--- config.mk ---
export PLATFORM = sky130hd
export DESIGN_NAME = stack_ctrl_flat
export DESIGN_NICKNAME = d
export VERILOG_FILES = /design/src/rtl/stack_ctrl_if.sv /design/src/rtl/stack_ctrl.sv /design/src/flat_wrapper.sv
export SDC_FILE = /design/constraint.sdc
export NUM_CORES = 1
export LEC_CHECK = 0
export BUFFER_PORTS_ARGS = -buffer_cell sky130_fd_sc_hd__clkbuf_2
export CAP_MARGIN = 20
export CORE_MARGIN = 5
export CORE_UTILIZATION = 37
export CTS_CLUSTER_SIZE = 12
export DETAILED_ROUTE_END_ITERATION = 6
export PLACE_DENSITY = 0.6
export SETUP_SLACK_MARGIN = 0.3
export SKIP_LAST_GASP = 1
export SLEW_MARGIN = 15
export SYNTH_ARGS = -nofsm -noshare
export SYNTH_HDL_FRONTEND = slang
export SYNTH_SLANG_ARGS = --single-unit
--- constraint.sdc ---
create_clock -name i_clk -period 2.5 [get_ports i_clk]
set_input_delay 0.125 -clock i_clk [delete_from_list [all_inputs] [get_ports i_clk]]
set_output_delay 0.125 -clock i_clk [all_outputs]
set_load 0.05 [all_outputs]
--- src/rtl/stack_ctrl_if.sv ---
// -----------------------------------------------------------------------------
// stack_ctrl_if
//   Bundles the request/response handshake from the control unit and the
//   data-memory port driven by stack_ctrl.
//
//   Request side : req_push, req_pop, push_data -> controller
//                  busy, done, err, err_code, pop_data, sp <- controller
//   Memory side  : mem_addr, mem_wdata, mem_we, mem_re <- controller
//                  mem_rdata, mem_ready -> controller
//
//   Modports:
//     slave  - the stack controller itself
//     master - the environment (control unit + memory) around it
// -----------------------------------------------------------------------------
interface stack_ctrl_if;
    logic        req_push;
    logic        req_pop;
    logic [15:0] push_data;
    logic        busy;
    logic        done;
    logic        err;
    logic [1:0]  err_code;
    logic [15:0] pop_data;
    logic [15:0] sp;
    logic [15:0] mem_addr;
    logic [15:0] mem_wdata;
    logic        mem_we;
    logic        mem_re;
    logic [15:0] mem_rdata;
    logic        mem_ready;

    modport slave (
        input  req_push, req_pop, push_data, mem_rdata, mem_ready,
        output busy, done, err, err_code, pop_data, sp,
               mem_addr, mem_wdata, mem_we, mem_re
    );

    modport master (
        output req_push, req_pop, push_data, mem_rdata, mem_ready,
        input  busy, done, err, err_code, pop_data, sp,
               mem_addr, mem_wdata, mem_we, mem_re
    );
endinterface : stack_ctrl_if

--- src/rtl/stack_ctrl.sv ---
// -----------------------------------------------------------------------------
// stack_ctrl
//   Stack-operation sequencer for the 16-bit processor. Owns the stack pointer
//   and performs PUSH/POP accesses on the data memory for the control unit,
//   with overflow/underflow checking and a bounded wait on mem_ready.
//
//   The stack is empty-descending: SP points at the next free slot. A push
//   writes mem[SP] and then decrements SP; a pop increments SP and reads the
//   slot it now points to.
//
//   Ports:
//     i_clk   - clock, rising edge
//     i_rst   - asynchronous, active-high reset
//     if_stk  - stack_ctrl_if.slave: request handshake, status and memory port
//
//   Parameters:
//     STACK_TOP   - SP reset value; stack is empty when SP == STACK_TOP
//     STACK_LIMIT - lowest writable address; a push with SP below it overflows
//     WAIT_MAX    - cycles an access may wait for mem_ready (>= 1)
// -----------------------------------------------------------------------------
module stack_ctrl #(
    parameter logic [15:0] STACK_TOP   = 16'hFFFF,
    parameter logic [15:0] STACK_LIMIT = 16'hFF00,
    parameter int unsigned WAIT_MAX    = 8
) (
    input  logic         i_clk,
    input  logic         i_rst,
    stack_ctrl_if.slave  if_stk
);

    // Wait counter counts 0 .. WAIT_MAX-1 inside an access state.
    localparam int unsigned     WAIT_W    = (WAIT_MAX > 1) ? $clog2(WAIT_MAX) : 1;
    localparam logic [WAIT_W-1:0] WAIT_LAST = WAIT_W'(WAIT_MAX - 1);

    localparam logic [1:0] ERR_NONE = 2'b00;
    localparam logic [1:0] ERR_OVF  = 2'b01;
    localparam logic [1:0] ERR_UNF  = 2'b10;
    localparam logic [1:0] ERR_TMO  = 2'b11;

    typedef enum logic [2:0] {
        S_IDLE,
        S_WRITE,
        S_READ,
        S_RESP,
        S_FAIL
    } state_t;

    state_t            r_state,    w_state_nxt;
    logic [15:0]       r_sp,       w_sp_nxt;
    logic [15:0]       r_wdata,    w_wdata_nxt;
    logic [15:0]       r_pop_data, w_pop_data_nxt;
    logic [1:0]        r_err_code, w_err_code_nxt;
    logic [WAIT_W-1:0] r_wait,     w_wait_nxt;

    logic [15:0]       w_sp_inc;
    logic              w_busy;
    logic              w_done;
    logic              w_err;
    logic              w_mem_we;
    logic              w_mem_re;
    logic [15:0]       w_mem_addr;
    logic [15:0]       w_mem_wdata;

    // Slot a pop reads; 16-bit wrap is intentional.
    assign w_sp_inc = r_sp + 16'd1;

    // -------------------------------------------------------------------------
    // Next-state and output decode
    // -------------------------------------------------------------------------
    always_comb begin
        // NOTE: every signal assigned here gets a default first, so no path
        // through the case leaves one unassigned and no latch is inferred.
        w_state_nxt    = r_state;
        w_sp_nxt       = r_sp;
        w_wdata_nxt    = r_wdata;
        w_pop_data_nxt = r_pop_data;
        w_err_code_nxt = r_err_code;
        w_wait_nxt     = r_wait;

        w_busy      = 1'b1;
        w_done      = 1'b0;
        w_err       = 1'b0;
        w_mem_we    = 1'b0;
        w_mem_re    = 1'b0;
        w_mem_addr  = 16'h0000;
        w_mem_wdata = 16'h0000;

        unique case (r_state)
            S_IDLE: begin
                w_busy     = 1'b0;
                w_wait_nxt = '0;
                // Push wins a tie; the simultaneous pop is simply not accepted.
                if (if_stk.req_push) begin
                    if (r_sp < STACK_LIMIT) begin
                        w_err_code_nxt = ERR_OVF;
                        w_state_nxt    = S_FAIL;
                    end else begin
                        w_err_code_nxt = ERR_NONE;
                        w_wdata_nxt    = if_stk.push_data;
                        w_state_nxt    = S_WRITE;
                    end
                end else if (if_stk.req_pop) begin
                    if (r_sp == STACK_TOP) begin
                        w_err_code_nxt = ERR_UNF;
                        w_state_nxt    = S_FAIL;
                    end else begin
                        w_err_code_nxt = ERR_NONE;
                        w_state_nxt    = S_READ;
                    end
                end
            end

            S_WRITE: begin
                w_mem_we    = 1'b1;
                w_mem_addr  = r_sp;
                w_mem_wdata = r_wdata;
                // A ready on the last allowed cycle still completes the access.
                if (if_stk.mem_ready) begin
                    w_sp_nxt    = r_sp - 16'd1;
                    w_state_nxt = S_RESP;
                end else if (r_wait == WAIT_LAST) begin
                    w_err_code_nxt = ERR_TMO;
                    w_state_nxt    = S_FAIL;
                end else begin
                    w_wait_nxt = r_wait + 1'b1;
                end
            end

            S_READ: begin
                w_mem_re   = 1'b1;
                w_mem_addr = w_sp_inc;
                if (if_stk.mem_ready) begin
                    w_pop_data_nxt = if_stk.mem_rdata;
                    w_sp_nxt       = w_sp_inc;
                    w_state_nxt    = S_RESP;
                end else if (r_wait == WAIT_LAST) begin
                    w_err_code_nxt = ERR_TMO;
                    w_state_nxt    = S_FAIL;
                end else begin
                    w_wait_nxt = r_wait + 1'b1;
                end
            end

            S_RESP: begin
                w_done      = 1'b1;
                w_state_nxt = S_IDLE;
            end

            S_FAIL: begin
                w_err       = 1'b1;
                w_state_nxt = S_IDLE;
            end

            default: begin
                w_state_nxt = S_IDLE;
            end
        endcase
    end

    // -------------------------------------------------------------------------
    // State and datapath registers
    // -------------------------------------------------------------------------
    always_ff @(posedge i_clk or posedge i_rst) begin
        // NOTE: non-blocking assignments so every register samples the values
        // computed from the pre-edge state, independent of statement order.
        if (i_rst) begin
            r_state    <= S_IDLE;
            r_sp       <= STACK_TOP;
            r_wdata    <= 16'h0000;
            r_pop_data <= 16'h0000;
            r_err_code <= ERR_NONE;
            r_wait     <= '0;
        end else begin
            r_state    <= w_state_nxt;
            r_sp       <= w_sp_nxt;
            r_wdata    <= w_wdata_nxt;
            r_pop_data <= w_pop_data_nxt;
            r_err_code <= w_err_code_nxt;
            r_wait     <= w_wait_nxt;
        end
    end

    // Strobes and pulses decode straight from the state register, so an
    // asynchronous reset drops them immediately.
    assign if_stk.busy      = w_busy;
    assign if_stk.done      = w_done;
    assign if_stk.err       = w_err;
    assign if_stk.err_code  = r_err_code;
    assign if_stk.pop_data  = r_pop_data;
    assign if_stk.sp        = r_sp;
    assign if_stk.mem_addr  = w_mem_addr;
    assign if_stk.mem_wdata = w_mem_wdata;
    assign if_stk.mem_we    = w_mem_we;
    assign if_stk.mem_re    = w_mem_re;

endmodule : stack_ctrl

--- src/flat_wrapper.sv ---
// flat-port wrapper written by rule: the top's interface ports become plain ports
module stack_ctrl_flat 
#(
    parameter logic [15:0] STACK_TOP   = 16'hFFFF,
    parameter logic [15:0] STACK_LIMIT = 16'hFF00,
    parameter int unsigned WAIT_MAX    = 8
)
  (i_clk, i_rst, if_stk_req_push, if_stk_req_pop, if_stk_push_data, if_stk_mem_rdata, if_stk_mem_ready, if_stk_busy, if_stk_done, if_stk_err, if_stk_err_code, if_stk_pop_data, if_stk_sp, if_stk_mem_addr, if_stk_mem_wdata, if_stk_mem_we, if_stk_mem_re);
  stack_ctrl_if if_stk_i ();
  input  logic i_clk;
  input  logic i_rst;
  input wire logic [$bits(if_stk_i.req_push)-1:0] if_stk_req_push;
  input wire logic [$bits(if_stk_i.req_pop)-1:0] if_stk_req_pop;
  input wire logic [$bits(if_stk_i.push_data)-1:0] if_stk_push_data;
  input wire logic [$bits(if_stk_i.mem_rdata)-1:0] if_stk_mem_rdata;
  input wire logic [$bits(if_stk_i.mem_ready)-1:0] if_stk_mem_ready;
  output wire logic [$bits(if_stk_i.busy)-1:0] if_stk_busy;
  output wire logic [$bits(if_stk_i.done)-1:0] if_stk_done;
  output wire logic [$bits(if_stk_i.err)-1:0] if_stk_err;
  output wire logic [$bits(if_stk_i.err_code)-1:0] if_stk_err_code;
  output wire logic [$bits(if_stk_i.pop_data)-1:0] if_stk_pop_data;
  output wire logic [$bits(if_stk_i.sp)-1:0] if_stk_sp;
  output wire logic [$bits(if_stk_i.mem_addr)-1:0] if_stk_mem_addr;
  output wire logic [$bits(if_stk_i.mem_wdata)-1:0] if_stk_mem_wdata;
  output wire logic [$bits(if_stk_i.mem_we)-1:0] if_stk_mem_we;
  output wire logic [$bits(if_stk_i.mem_re)-1:0] if_stk_mem_re;
  assign if_stk_i.req_push = if_stk_req_push;
  assign if_stk_i.req_pop = if_stk_req_pop;
  assign if_stk_i.push_data = if_stk_push_data;
  assign if_stk_i.mem_rdata = if_stk_mem_rdata;
  assign if_stk_i.mem_ready = if_stk_mem_ready;
  assign if_stk_busy = if_stk_i.busy;
  assign if_stk_done = if_stk_i.done;
  assign if_stk_err = if_stk_i.err;
  assign if_stk_err_code = if_stk_i.err_code;
  assign if_stk_pop_data = if_stk_i.pop_data;
  assign if_stk_sp = if_stk_i.sp;
  assign if_stk_mem_addr = if_stk_i.mem_addr;
  assign if_stk_mem_wdata = if_stk_i.mem_wdata;
  assign if_stk_mem_we = if_stk_i.mem_we;
  assign if_stk_mem_re = if_stk_i.mem_re;
  stack_ctrl #(.STACK_TOP(STACK_TOP), .STACK_LIMIT(STACK_LIMIT), .WAIT_MAX(WAIT_MAX)) u_core (.i_clk(i_clk), .i_rst(i_rst), .if_stk(if_stk_i));
endmodule
==> results of run 1 <==
==> path summary, 6_finish.rpt <==
kind | end | start | slack, ns
max | if_stk_mem_addr[14] | u_core.if_stk.sp[1] | 0.34
min | u_core.r_wdata[1] | if_stk_push_data[1] | 0.04
max reg2reg | u_core.if_stk.sp[14] | u_core.if_stk.sp[7] | 0.42
min reg2reg | u_core.r_wait[0] | u_core.r_wait[0] | 0.49
max in group asynchronous | u_core.if_stk.sp[13] | i_rst | 1.33
min in group asynchronous | u_core.r_wdata[14] | i_rst | 0.32
==> layout by cell type (no fill, tap or decap), drive strengths merged, types with 2 or more instances in the layout <==
cell type	n
mux2	33
buf	48
clkbuf	107
nor4	6
a31oi	5
nand2	25
a21oi	18
dfrtp	40
xnor2	8
dfstp	16
and3	3
and2	19
o31ai	3
nor3	5
or4	3
o32a	2
xor2	9
or3b	2
o21ai	29
a22o	2
inv	9
or3	4
ha	4
nand4	8
nand3	7
nor3b	4
mux2i	4
nor2	19
and4	2
==> cell families (layout without fill, tap and decap cells) <==
group                    count (synthesis)  after routing  share of synthesized area
AND/OR/NAND/NOR                        112            112                     0.1976
AO/OA/AOI/OAI                           65             65                     0.1165
flip-flops                              56             56                     0.4410
multiplexers                            37             37                     0.1277
buffers and inverters                   35            166                    0.05551
XOR/XNOR                                17             17                    0.04620
adder cells (fa/ha/maj)                  4              4                    0.01553
==> sequential cells by signal, summed over array words and instances, names as in the netlist <==
signal,flops
u_core.if_stk.sp,16
u_core.r_wait,3
u_core.if_stk.pop_data,16
u_core.r_state,3
u_core.r_wdata,16
u_core.if_stk.err_code,2
==> area by class of cell <==
cell class | instances | area [um2] | area share
clock buffers | 7 | 96.34 | 0.02141
clock inverters | 1 | 30.03 | 0.006674
inverters | 8 | 35.03 | 0.007786
multi-input cells | 235 | 1829 | 0.4066
flip-flops and latches | 56 | 1424 | 0.3165
well taps | 108 | 135.1 | 0.03003
repair buffers | 149 | 945.9 | 0.2102
repair inverters | 1 | 3.754 | 0.0008343
==> routing by layer <==
layer	global-route usage	vias up
met3	0.03823	6
met1	0.2141	1406
met2	0.2595	80
li1	-	1413
met4	0.03984	0
met5	0	-
==> metrics by stage <==
stage | setup WS, ns | utilization
after floorplan | -0.05077 | -
after global placement | 0.3131 | 0.4637
after detailed placement | 0.2569 | 0.4637
after CTS | 0.2928 | 0.5045
after global routing | 0.2455 | 0.5236
final | 0.3430 | 0.5236
==> worst register-to-register path, stage by stage (launching register included) <==
cell     delay, ns
dfstp_2       0.39
buf_4         0.19
nor4_1        0.59
nand2_1       0.17
or4_1         0.43
o21ai_0       0.11
xnor2_1       0.14
==> power by group through the flow <==
stage	clock (mW)	combinational, mW	sequential, mW
2_1_floorplan	0	2.10	2.41
3_3_place_gp	0	3.44	1.72
3_5_place_dp	0	3.46	1.74
4_1_cts	0.682	3.92	1.58
5_1_grt	0.712	4.33	1.60
6_report	0.652	4.09	1.55
==> timing repair <==
item,in CTS,in global routing
endpoints found under the setup margin,17,16
resized for setup,19,20
pin swaps,3,9
setup buffers,19,12
hold buffers,1,0
gates cloned,1,0
endpoints found under the hold margin,7,0
==> synthesized netlist by cell type, drive strengths merged (5+ instances only) <==
cell type	number	share of area
inv	8	0.0093
nand3	7	0.011
and2	19	0.037
nand4	8	0.016
xor2	9	0.024
nand2	25	0.030
clkbuf	15	0.018
a21oi	18	0.028
dfstp	16	0.13
a31oi	5	0.0097
xnor2	8	0.022
nor4	6	0.020
dfrtp	40	0.31
o21ai	29	0.045
mux2	33	0.12
nor2	19	0.022
nor3	5	0.0078
buf	12	0.028
==> impl_metrics.csv, run 1 <==
group,metric,value,unit
clocking,insertion_delay,0.31,ns
synth,synthFlopType,"dfrtp_1",
worst_setup_path,slowest_stage,"dfstp_2",
placement,finalWeightedCongestion,0.8064,
cells_and_area,fillCellCount,830,
detailed_routing,vias,2905,
floorplan,die_y,103.3,um
synth,yosysUniqueCellTypes,51,
global_route,grt_max_degree,39,
clocking,clockBufferDepth,2,
placement,hpwl,5950,um
synth,yosysWarnings,0,
synth,async_flop_share,1.000,
clocking,clkTransAtPathRegs,0.10,ns
global_route,grt_overflow,0,
placement,dpl.cell_count,524,
job,cap_violations,0,
detailed_routing,final_antenna_net_count,0,
synth,netlist_area,3223,um2
clocking,cts_tree,"done",
detailed_routing,vias_per_cell,5.142,
detailed_routing,wl_met3,567,um
worst_setup_path,critical_path_arrival,2.03,ns
synth,synth_edf_count,0,
worst_setup_path,cp.required,2.38,ns
global_route,grt_pass1_wl,13570,um
detailed_routing,drt-total-wl,8587,um
sta,hold_viol,0,
sta,rsz0062_at_grt,"true",
run_status,status,"complete, no violations",
sta,period_share,0.8628,
worst_setup_path,path_class,"reg -> out",
clocking,cts_root_buf,"clkbuf_8",
global_route,grt.total_usage,0.1593,
detailed_routing,wire_per_inst,15.20,um
sta,worst_pin_slew,0.6176,ns
global_route,antenna_found_initial,0,
floorplan,row_count,34,
worst_setup_path,r2r_cells,6,
pwr,peakVddDrop,0.5616,mV
worst_setup_path,path_cells,"ha_4, nand3_4, nor2_4, nand4_1, or3_1, o21ai_2, buf_8",
floorplan,num_io_pins,108,
pwr,power.share.combinational,0.649,
synth,synthesis.nets,367,
detailed_routing,drt_iter0_markers,89,
detailed_routing,topRoutingLayerUsed,"met4",
pwr,p_leak,2.056,nW
cells_and_area,fin_area,4499,um2
pwr,total_power,6.292,mW
cells_and_area,fin_cells,565,
sta,clock_skew,0.009135,ns
detailed_routing,drt-met1-wl,3768,um
worst_hold_path,min_path_type,"in -> reg",
worst_setup_path,crit_buf_inv,1,
cells_and_area,final_nets,497,
synth,avgSynthCellArea,9.887,um2
synth,ys_seq_elements,56,
floorplan,chipWidth,103.3,um
pwr,p_int,2.942,mW
floorplan,coreArea,8593,um2
cells_and_area,synthToLayoutAreaGrowth,39.60,%
worst_hold_path,holdPathStages,2,
sta,whs,0.03891,ns
worst_setup_path,end_kind,"primary output",
pwr,p_seq_frac,0.247,
clocking,cts_buffers,5,
synth,ys_seq_area_frac,0.4410,
worst_setup_path,critPathTopFamily,"simple AND/OR/NAND/NOR gates",
synth,syn-instance-count,326,
pwr,power_switching,3.351,mW
placement,place_area,3985,um2
detailed_routing,wl_met2,4186,um
clocking,htreeDepth,2,
floorplan,initial_core_util,0.3751,
floorplan,dieArea,10680,um2
sta,fin_setup_tns,0,ns
detailed_routing,drc,0,
detailed_routing,firstDrtPassIters,4,
worst_setup_path,cp.depth,7,
clocking,cts.sinks,56,
worst_setup_path,cp_max_fo,4,
worst_setup_path,worst_setup_path_start_kind,"flip-flop",
pwr,clkPwrFrac,0.104,
placement,io_buffers,107,
sta,finalMaxSlewViolations,0,
sta,min_period,2.157,ns
sta,relSlewSlack,0.5845,
pwr,switching_share,0.5325,
cells_and_area,drive_gt1_frac,0.5230,
global_route,first_global_vias,2818,
worst_setup_path,cpPeakStageDelay,0.60,ns
pwr,power_density,1399,nW/um2
cells_and_area,diodes,0,
sta,setup_viol,0,
sta,fmax,463.6,MHz
(Power assumes the default switching activity.)
==> inputs of run 2 (changes only) <==
BUFFER_PORTS_ARGS = not set   (was -buffer_cell sky130_fd_sc_hd__clkbuf_2)
DONT_BUFFER_PORTS = 1   (was not set)
PLACE_DENSITY = 0.49   (was 0.6)
==> impl_metrics.csv, run 2 (synthesis results as in run 1) <==
group,metric,value,unit
clocking,clockBufferDepth,2,
worst_setup_path,worst_setup_path_start_kind,"flip-flop",
cells_and_area,fin_cells,507,
sta,period_share,0.9197,
placement,dpl.cell_count,452,
detailed_routing,wire_per_inst,17.28,um
global_route,antenna_found_initial,0,
detailed_routing,final_antenna_net_count,0,
sta,relSlewSlack,0.6621,
sta,hold_viol,0,
sta,setup_viol,0,
worst_setup_path,path_class,"reg -> out",
floorplan,num_io_pins,108,
detailed_routing,firstDrtPassIters,4,
global_route,first_global_vias,2740,
pwr,p_leak,1.816,nW
placement,hpwl,6014,um
sta,fmax,434.9,MHz
sta,fin_setup_tns,0,ns
global_route,grt_pass1_wl,14120,um
sta,rsz0062_at_grt,"true",
clocking,htreeDepth,2,
detailed_routing,drt-total-wl,8762,um
worst_setup_path,critical_path_arrival,2.17,ns
floorplan,chipWidth,103.3,um
pwr,peakVddDrop,0.4620,mV
floorplan,dieArea,10680,um2
clocking,cts_root_buf,"clkbuf_8",
placement,finalWeightedCongestion,0.8438,
pwr,total_power,6.074,mW
worst_setup_path,cp.required,2.38,ns
global_route,grt_max_degree,35,
global_route,grt_overflow,0,
detailed_routing,vias,2711,
cells_and_area,drive_gt1_frac,0.3784,
cells_and_area,synthToLayoutAreaGrowth,36.72,%
detailed_routing,drc,0,
clocking,cts.sinks,56,
clocking,clkTransAtPathRegs,0.11,ns
detailed_routing,drt_iter0_markers,57,
pwr,power_density,1378,nW/um2
worst_setup_path,critPathTopFamily,"flip-flops",
placement,place_ws,0.3517,ns
cells_and_area,utilization,0.5128,
floorplan,die_y,103.3,um
clocking,cts_tree,"done",
sta,finalMaxSlewViolations,0,
worst_setup_path,crit_buf_inv,1,
cells_and_area,mostFrequentLayoutCell,"buf_4",
placement,io_buffers,0,
sta,worst_pin_slew,0.5068,ns
clocking,cts_buffers,5,
cells_and_area,final_nets,439,
sta,layout_setup_ws,0.2008,ns
global_route,grt.total_usage,0.1687,
floorplan,row_count,34,
worst_setup_path,path_cells,"and4_4, or3b_4, a21oi_2, mux2i_4, buf_12",
worst_setup_path,cp_max_fo,7,
floorplan,coreArea,8593,um2
worst_setup_path,slowest_stage,"dfstp_4",
sta,min_period,2.299,ns
job,cap_violations,0,
run_status,status,"complete, no violations",
detailed_routing,vias_per_cell,5.347,
clocking,insertion_delay,0.32,ns
cells_and_area,diodes,0,
floorplan,initial_core_util,0.3751,
cells_and_area,mostFrequentLayoutCells,"43 x buf_4, 39 x dfrtp_1, 33 x dlygate4sd3_1, 24 x nand2_1, 24 x mux2_2",
worst_setup_path,cpPeakStageDelay,0.76,ns
worst_setup_path,end_kind,"primary output",
sta,clock_skew,0.01211,ns
worst_hold_path,min_path_type,"in -> reg",
-- run 2: cell count changes in the layout (fill, tap and decap cells not counted), sizes merged --
cell,before,now
buf,48,59
clkbuf,107,6
clkinv,0,1
dlygate4sd3,1,33
bufinv,1,0
-- run 2: final cells by class --
| cell class | count | area (um2) |
|---|---|---|
| clock buffers | 6 | 72.57 |
| clock inverters | 2 | 13.76 |
| fillers | 819 | 4187 |
| inverters | 8 | 32.53 |
| multi-input cells | 235 | 1814 |
| flip-flops and latches | 56 | 1434 |
| well taps | 108 | 135.1 |
| repair buffers | 92 | 904.6 |
-- run 2: what timing repair did --
action | in CTS | in global routing
setup buffers | 10 | 4
pin swaps | 5 | 3
hold buffers | 33 | 0
gates resized for setup | 17 | 17
hold endpoints to repair | 72 | 0
setup endpoints to repair | 17 | 33
-- run 2: stage by stage --
stage,hold WS [ns],instance area [um2]
3_5_place_dp,-0.1171,3785
6_report,0.06386,4407
4_1_cts,0.05009,4317
3_3_place_gp,-0.1166,3785
2_1_floorplan,0.2730,3359
5_1_grt,0.06921,4407
-- run 2: worst register-to-register path, stage by stage (launching register included) --
cell,delay [ns]
dfstp_4,0.56
buf_4,0.18
or4_4,0.57
or4_4,0.44
nor4_2,0.14
a21oi_1,0.08
xnor2_1,0.15
-- run 2: power breakdown --
part | switching [mW] | internal [mW] | total, mW
sequential | 0.920 | 1.30 | 2.22
combinational | 2.09 | 1.25 | 3.34
clock | 0.308 | 0.201 | 0.509
total | 3.32 | 2.76 | 6.07
-- run 2: final timing paths --
path                       slack (ns)  depth (start not counted)                  from                   end
max reg2reg                      0.33                          6   u_core.if_stk.sp[5]  u_core.if_stk.sp[15]
min reg2reg                      0.49                          1      u_core.r_wait[0]      u_core.r_wait[0]
min                              0.06                          3       if_stk_req_push     u_core.r_state[1]
min in group asynchronous        0.12                          2                 i_rst     u_core.r_wdata[7]
max                              0.20                          5  u_core.if_stk.sp[10]   if_stk_mem_addr[11]
max in group asynchronous        1.73                          3                 i_rst  u_core.if_stk.sp[15]
-- run 2: per-layer routing --
metal	GRT usage	vias up	wire length, um
met5	0	-	0
met4	0.04880	0	119
met3	0.04292	10	616
met2	0.2768	77	4483
met1	0.2208	1325	3543
li1	-	1299	-
